File: src/rtl/core_bus_arbiter.sv
// Round-robin arbiter that serializes core fetch and data requests onto one
// single-beat memory port, with a sticky watchdog on the response wait.
module core_bus_arbiter #(
    parameter int ADDR_W  = 64,
    parameter int DATA_W  = 64,
    parameter int TIMEOUT = 1024
) (
    input  logic              clk,
    input  logic              reset,
    input  logic              i_valid,
    input  logic [ADDR_W-1:0] i_addr,
    output logic              i_addr_ok,
    output logic              i_data_ok,
    output logic [31:0]       i_data,
    input  logic              d_valid,
    input  logic [ADDR_W-1:0] d_addr,
    input  logic [2:0]        d_size,
    input  logic [7:0]        d_strobe,
    input  logic [DATA_W-1:0] d_wdata,
    output logic              d_addr_ok,
    output logic              d_data_ok,
    output logic [DATA_W-1:0] d_rdata,
    output logic              m_valid,
    output logic [ADDR_W-1:0] m_addr,
    output logic [2:0]        m_size,
    output logic [7:0]        m_strobe,
    output logic [DATA_W-1:0] m_wdata,
    input  logic              m_ready,
    input  logic              m_rvalid,
    input  logic [DATA_W-1:0] m_rdata,
    output logic              err
);

    localparam int CNT_W = (TIMEOUT > 1) ? $clog2(TIMEOUT + 1) : 1;
    localparam logic [CNT_W-1:0] CNT_MAX = CNT_W'(TIMEOUT);

    typedef enum logic [1:0] {IDLE, REQ, WAIT_RESP, DONE} state_e;
    typedef enum logic {GNT_I, GNT_D} grant_e;

    state_e            state_q, state_d;
    grant_e            grant_q, grant_d;
    grant_e            last_grant_q, last_grant_d;
    logic [ADDR_W-1:0] addr_q, addr_d;
    logic [2:0]        size_q, size_d;
    logic [7:0]        strobe_q, strobe_d;
    logic [DATA_W-1:0] wdata_q, wdata_d;
    logic [DATA_W-1:0] rdata_q, rdata_d;
    logic              hi_sel_q, hi_sel_d;
    logic [CNT_W-1:0]  cnt_q, cnt_d;
    logic [CNT_W-1:0]  cnt_inc;
    logic              err_q, err_d;
    logic              pick_d;

    always_ff @(posedge clk or negedge reset) begin
        if (!reset) begin
            state_q      <= IDLE;
            grant_q      <= GNT_I;
            // Seeded so that the first contested arbitration goes to data.
            last_grant_q <= GNT_I;
            addr_q       <= '0;
            size_q       <= '0;
            strobe_q     <= '0;
            wdata_q      <= '0;
            rdata_q      <= '0;
            hi_sel_q     <= 1'b0;
            cnt_q        <= '0;
            err_q        <= 1'b0;
        end else begin
            state_q      <= state_d;
            grant_q      <= grant_d;
            last_grant_q <= last_grant_d;
            addr_q       <= addr_d;
            size_q       <= size_d;
            strobe_q     <= strobe_d;
            wdata_q      <= wdata_d;
            rdata_q      <= rdata_d;
            hi_sel_q     <= hi_sel_d;
            cnt_q        <= cnt_d;
            err_q        <= err_d;
        end
    end

    always_comb begin
        state_d      = state_q;
        grant_d      = grant_q;
        last_grant_d = last_grant_q;
        addr_d       = addr_q;
        size_d       = size_q;
        strobe_d     = strobe_q;
        wdata_d      = wdata_q;
        rdata_d      = rdata_q;
        hi_sel_d     = hi_sel_q;
        cnt_d        = cnt_q;
        err_d        = err_q;
        cnt_inc      = cnt_q + 1'b1;
        pick_d       = d_valid && (!i_valid || (last_grant_q == GNT_I));

        case (state_q)
            IDLE: begin
                if (d_valid || i_valid) begin
                    grant_d      = pick_d ? GNT_D : GNT_I;
                    last_grant_d = pick_d ? GNT_D : GNT_I;
                    state_d      = REQ;
                    if (pick_d) begin
                        addr_d   = d_addr;
                        size_d   = d_size;
                        strobe_d = d_strobe;
                        wdata_d  = d_wdata;
                    end else begin
                        addr_d   = i_addr;
                        size_d   = 3'b010;
                        strobe_d = 8'h00;
                        wdata_d  = '0;
                    end
                end
            end
            REQ: begin
                if (m_ready) begin
                    state_d = WAIT_RESP;
                end
            end
            WAIT_RESP: begin
                if (m_rvalid) begin
                    rdata_d  = m_rdata;
                    // Half-select frozen here so i_data holds after the next grant.
                    hi_sel_d = addr_q[2];
                    cnt_d    = '0;
                    state_d  = DONE;
                end else if (cnt_q != CNT_MAX) begin
                    cnt_d = cnt_inc;
                    if ((TIMEOUT != 0) && (cnt_inc == CNT_MAX)) begin
                        err_d = 1'b1;
                    end
                end
            end
            DONE: begin
                state_d = IDLE;
            end
            default: begin
                state_d = IDLE;
            end
        endcase
    end

    assign m_valid   = (state_q == REQ);
    assign m_addr    = addr_q;
    assign m_size    = size_q;
    assign m_strobe  = strobe_q;
    assign m_wdata   = wdata_q;

    assign i_addr_ok = (state_q == DONE) && (grant_q == GNT_I);
    assign i_data_ok = (state_q == DONE) && (grant_q == GNT_I);
    assign d_addr_ok = (state_q == DONE) && (grant_q == GNT_D);
    assign d_data_ok = (state_q == DONE) && (grant_q == GNT_D);

    assign i_data    = hi_sel_q ? rdata_q[63:32] : rdata_q[31:0];
    assign d_rdata   = rdata_q;
    assign err       = err_q;

endmodule

File: config.mk
export PLATFORM = sky130hd
export DESIGN_NAME = core_bus_arbiter
export DESIGN_NICKNAME = d
export VERILOG_FILES = /design/src/rtl/core_bus_arbiter.sv
export SDC_FILE = /design/constraint.sdc
export NUM_CORES = 1
export LEC_CHECK = 0
export ABC_AREA = 1
export BUFFER_PORTS_ARGS = -buffer_cell sky130_fd_sc_hd__buf_2
export CAP_MARGIN = 40
export CORE_AREA = 2 2 202 204
export DETAILED_ROUTE_END_ITERATION = 8
export DIE_AREA = 0 0 204 206
export SLEW_MARGIN = 20
export SYNTH_ARGS = -nofsm -noshare
export SYNTH_HDL_FRONTEND = slang
export SYNTH_SLANG_ARGS = --single-unit
File: constraint.sdc
create_clock -name clk -period 4.7 [get_ports clk]
set_clock_uncertainty 0.05 [all_clocks]
set_input_delay 1.175 -clock clk [delete_from_list [all_inputs] [get_ports clk]]
set_output_delay 1.175 -clock clk [all_outputs]
set_load 0.01 [all_outputs]
## Word level (Yosys, flattened, before mapping)

Index checks and enable logic that the tools add are counted.
Widths: inputs -> output; s select.

- Output and inout bits: 241
- Flip-flop bits (word level): 219
- Bits of input ports: 273
- Logic and storage cells: 46

- $add $sub $neg: 1
- Bitwise operators: 2
- Equality and inequality tests: 8
- Reduce and logical (&&, ||, !) cells: 13
- Muxes and demuxes: 12

Operators with widths:

| operator | number |
|---|---|
| $mux 64 | 2 |
| $mux 32 | 1 |
| $mux 11 | 2 |
| $add 11x1->11 const B | 1 |
| $eq 11x11->1 const B | 1 |
| $ne 11x11->1 const B | 1 |
| $mux 8 | 1 |
| $pmux 2 s4 | 1 |
| $mux 2 | 3 |
| $reduce_and 2->1 | 3 |
| $eq 2x2->1 const B | 2 |
| $ne 2x2->1 const B | 2 |
| $reduce_and 4->1 | 1 |
| $logic_and 1x1->1 | 3 |
| $mux 3 | 1 |
| $reduce_and 3->1 | 1 |
| $eq 2x1->1 const B | 1 |
| $logic_not 2->1 | 1 |
| $logic_or 1x1->1 | 2 |
| $ne 2x1->1 const B | 1 |
| $not 1->1 | 2 |
| $reduce_bool 2->1 | 1 |
| $logic_not 1->1 | 1 |
| $mux 1 | 1 |

## Logic depth before layout (Yosys ltp)

- Depth after elaboration: 4
- Depth in mapped cells: 11
- Mapped depth without buffers: 11

## Worst setup path before layout

Ideal clock, no wire load.

- Path kind: register to output
- Start: register hi_sel_q
- End: output i_data[0]
- Data arrival time: 1035 ps
- Buffers on the path: 2
- Data required time: 3475 ps
- Path slack: 2440 ps
- Cell stages (with the launch flop): 5
- Cells stage by stage: dfrtp_1 clkbuf_1 clkbuf_1 nand2_1 o21ai_0

- Cells in the longest elaborated chain, start to end: 1

RTL lines:

| element | line | RTL |
|---|---|---|
| start: declaration | 48 | `logic hi_sel_q, hi_sel_d;` |
| start signal: assignment | 77 | `hi_sel_q <= hi_sel_d;` |
| $mux 32 | 156 | `assign i_data = hi_sel_q ? rdata_q[63:32] : rdata_q[31:0];` |
| end: declaration | 14 | `output logic [31:0] i_data,` |

Every way passes these cells.

## Worst setup path after layout

- Start: register hi_sel_q
- End: output i_data[5]

Same word-level chain as after synthesis.

==> impl_metrics.sql <==
INSERT INTO impl_metrics (metric_group, metric, value, unit) VALUES
('outcome', 'outcome', 'finished, final reports clean', ''),
('clock_network', 'root_buffer', 'sky130_fd_sc_hd__clkbuf_16', ''),
('floorplan', 'die-width', '204', 'um'),
('worst_setup_path', 'startpoint_type', 'flop', ''),
('clock_network', 'clock_path_buffers', '3', ''),
('grt', 'grt_start_max_net_pins', '115', ''),
('place', 'place_ws', '1820', 'ps'),
('synth', 'yosysSeqAreaShare', '59.1', '%'),
('hold_path', 'hold_end', 'err', ''),
('clock_network', 'cts_tree', 'built', ''),
('timing', 'layout_worst_path_cycle_share', '64.6', '%'),
('floorplan', 'starting_density', '23.1', '%'),
('timing', 'slew_headroom', '39.9', '%'),
('drt', 'wire_per_inst', '15.4', 'um'),
('place', 'globalplace.congestion', '0.918', ''),
('clock_network', 'worstSkewPairLatency', '520', 'ps'),
('timing', 'setup-tns-final', '0', 'ps'),
('drt', 'drt-met1-wl', '13300', 'um'),
('final_layout', 'layout.cells.most_common', 'sky130_fd_sc_hd__buf_2', ''),
('synth', 'synth-seq-cells', '219', ''),
('drt', 'wl_met2', '14500', 'um'),
('drt', 'detail_route.wirelength', '30600', 'um'),
('floorplan', 'ioPinCount', '514', ''),
('synth', 'synthArstFlopShare', '100', '%'),
('hold_path', 'hold_depth', '2', ''),
('power', 'design_power_total', '9.00', 'mW'),
('synth', 'synth_area_per_cell', '9.85', 'um^2'),
('clock_network', 'clkSlewWorstSetupHoldPaths', '60', 'ps'),
('worst_setup_path', 'worstReg2RegEnd', 'd_rdata[48]', ''),
('flow_run', 'timing.max_cap.violations', '0', ''),
('worst_setup_path', 'critical_path.endpoint_type', 'output port', ''),
('clock_network', 'cts_made_buffers', '26', ''),
('power', 'worst_ir_drop_vdd', '0.280', 'mV'),
('grt', 'grt_pass1_vias', '8280', ''),
('place', 'hpwlAfterDp', '22400', 'um'),
('worst_setup_path', 'worst_r2r_path_depth', '5', ''),
('drt', 'drt_iter0_markers', '590', ''),
('timing', 'clock.fmax', '0.329', 'GHz'),
('grt', 'globalRouteOverflowTotal', '0', ''),
('final_layout', 'final_core_utilization', '32.7', '%'),
('timing', 'setup_ws_final', '1660', 'ps'),
('synth', 'syn-cell-area', '9280', 'um^2'),
('synth', 'edff_count_synth', '0', ''),
('drt', 'num_vias', '8626', ''),
('synth', 'synthesis.instances', '942', ''),
('grt', 'gr-usage-all-layers', '13.6', '%'),
('grt', 'initial_antenna_violation_count', '1', ''),
('clock_network', 'clock_sinks', '219', ''),
('synth', 'synth_cell_types', '24', ''),
('final_layout', 'fill_cells', '4240', ''),
('worst_setup_path', 'ff2ff_setup_slack', '2340', 'ps'),
('timing', 'rsz0062_at_grt', 'false', ''),
('synth', 'synthesis.nets', '1223', ''),
('final_layout', 'area_growth_syn_to_layout', '41.8', '%'),
('drt', 'drt-pass1-iter-count', '5', ''),
('worst_setup_path', 'worstReg2RegStart', 'state_q[0]', ''),
('floorplan', 'rows', '74', ''),
('drt', 'topRoutingLayerUsed', 'met4', ''),
('final_layout', 'final_net_count', '1713', ''),
('grt', 'grt_first_pass_wirelength', '45800', 'um'),
('floorplan', 'die_h', '206', 'um'),
('place', 'io_buffers', '513', ''),
('drt', 'route.met3.wl', '2010', 'um'),
('timing', 'timing.final.crit_period', '3040', 'ps'),
('drt', 'drt_drc_violations_left', '0', ''),
('synth', 'ys_warn_count', '0', ''),
('timing', 'worst-slew-pin-transition', '902', 'ps'),
('worst_setup_path', 'timing.critical_path.fanout_max', '46', ''),
('final_layout', 'layout-drive-gt1-share', '41.5', '%'),
('timing', 'finalSetupViolations', '0', ''),
('worst_setup_path', 'critPathArrivalTime', '1810', 'ps');
[flip-flops by register name (all words and copies together) (netlist names)]
register      cells
hi_sel_q          1
m_size            3
cnt_q            11
m_addr           64
m_strobe          8
last_grant_q      1
m_wdata          64
state_q           2
d_rdata          64
err               1
[Yosys cell counts, types with 3 or more instances]
cell type	number	share of area [%]
sky130_fd_sc_hd__a21oi_1	32	1.7
sky130_fd_sc_hd__a22o_1	74	7.0
sky130_fd_sc_hd__buf_2	34	1.8
sky130_fd_sc_hd__buf_4	9	0.73
sky130_fd_sc_hd__clkbuf_1	19	0.77
sky130_fd_sc_hd__dfrtp_1	219	59
sky130_fd_sc_hd__ha_1	8	1.1
sky130_fd_sc_hd__inv_1	58	2.3
sky130_fd_sc_hd__inv_2	3	0.12
sky130_fd_sc_hd__mux2_2	32	3.9
sky130_fd_sc_hd__nand2_1	141	5.7
sky130_fd_sc_hd__nand3_1	12	0.65
sky130_fd_sc_hd__nor2_1	116	4.7
sky130_fd_sc_hd__o21ai_0	108	5.8
sky130_fd_sc_hd__o21ai_1	62	3.3
sky130_fd_sc_hd__o22ai_1	7	0.47
[cell families after synthesis]
group           Yosys count  share of synthesized area, %
fa+ha+maj                 8                          1.08
buf+inv                 124                          5.92
compound gates          288                          18.9
flops                   219                          59.1
mux                      32                          3.88
simple gates            271                          11.2
[metal layers]
layer | vias up | track usage (%)
met2 | 332 | 22.1
met1 | 4093 | 18.2
met5 | - | 0
li1 | 4150 | -
met4 | 0 | 5.02
met3 | 51 | 2.27
[critical path, cell delays in order (launching register included)]
cell and delay (ps):
sky130_fd_sc_hd__dfrtp_2 540, sky130_fd_sc_hd__buf_12 240, sky130_fd_sc_hd__o21ai_0 300, sky130_fd_sc_hd__buf_2 200
[report_power, final]
part           switching [mW]  internal [mW]
Combinational            2.19           1.59
Sequential              0.553           2.77
Clock                   0.762           1.13
[stage by stage]
step	std cells	area, um^2	hold slack [ps]
global route	1981	13200	454
detailed placement	1936	12400	407
CTS	1980	13200	433
finish	1981	13200	424
global placement	1934	12300	403
floorplan	942	9280	436
[worst max-delay path by stage]
stage	startpoint	to	slack (ps)
5_1_grt	hi_sel_q	i_data[5]	1580
4_1_cts	hi_sel_q	i_data[5]	1660
2_1_floorplan	hi_sel_q	i_data[0]	2440
3_3_place_gp	m_rvalid	d_rdata[48]	1840
3_5_place_dp	m_rvalid	d_rdata[48]	1820
6_report	hi_sel_q	i_data[5]	1660
[cell type report]
| type | instances | area, um^2 | area share [%] |
|---|---|---|---|
| antenna | 1 | 2.50 | 0.0190 |
| clock buffer | 38 | 737 | 5.60 |
| clock inverter | 6 | 57.6 | 0.437 |
| inverter | 61 | 231 | 1.76 |
| multi-input combinational | 599 | 3260 | 24.8 |
| sequential | 219 | 5480 | 41.7 |
| tap | 532 | 666 | 5.06 |
| timing repair buffer | 525 | 2720 | 20.7 |
(Power assumes the default switching activity.)
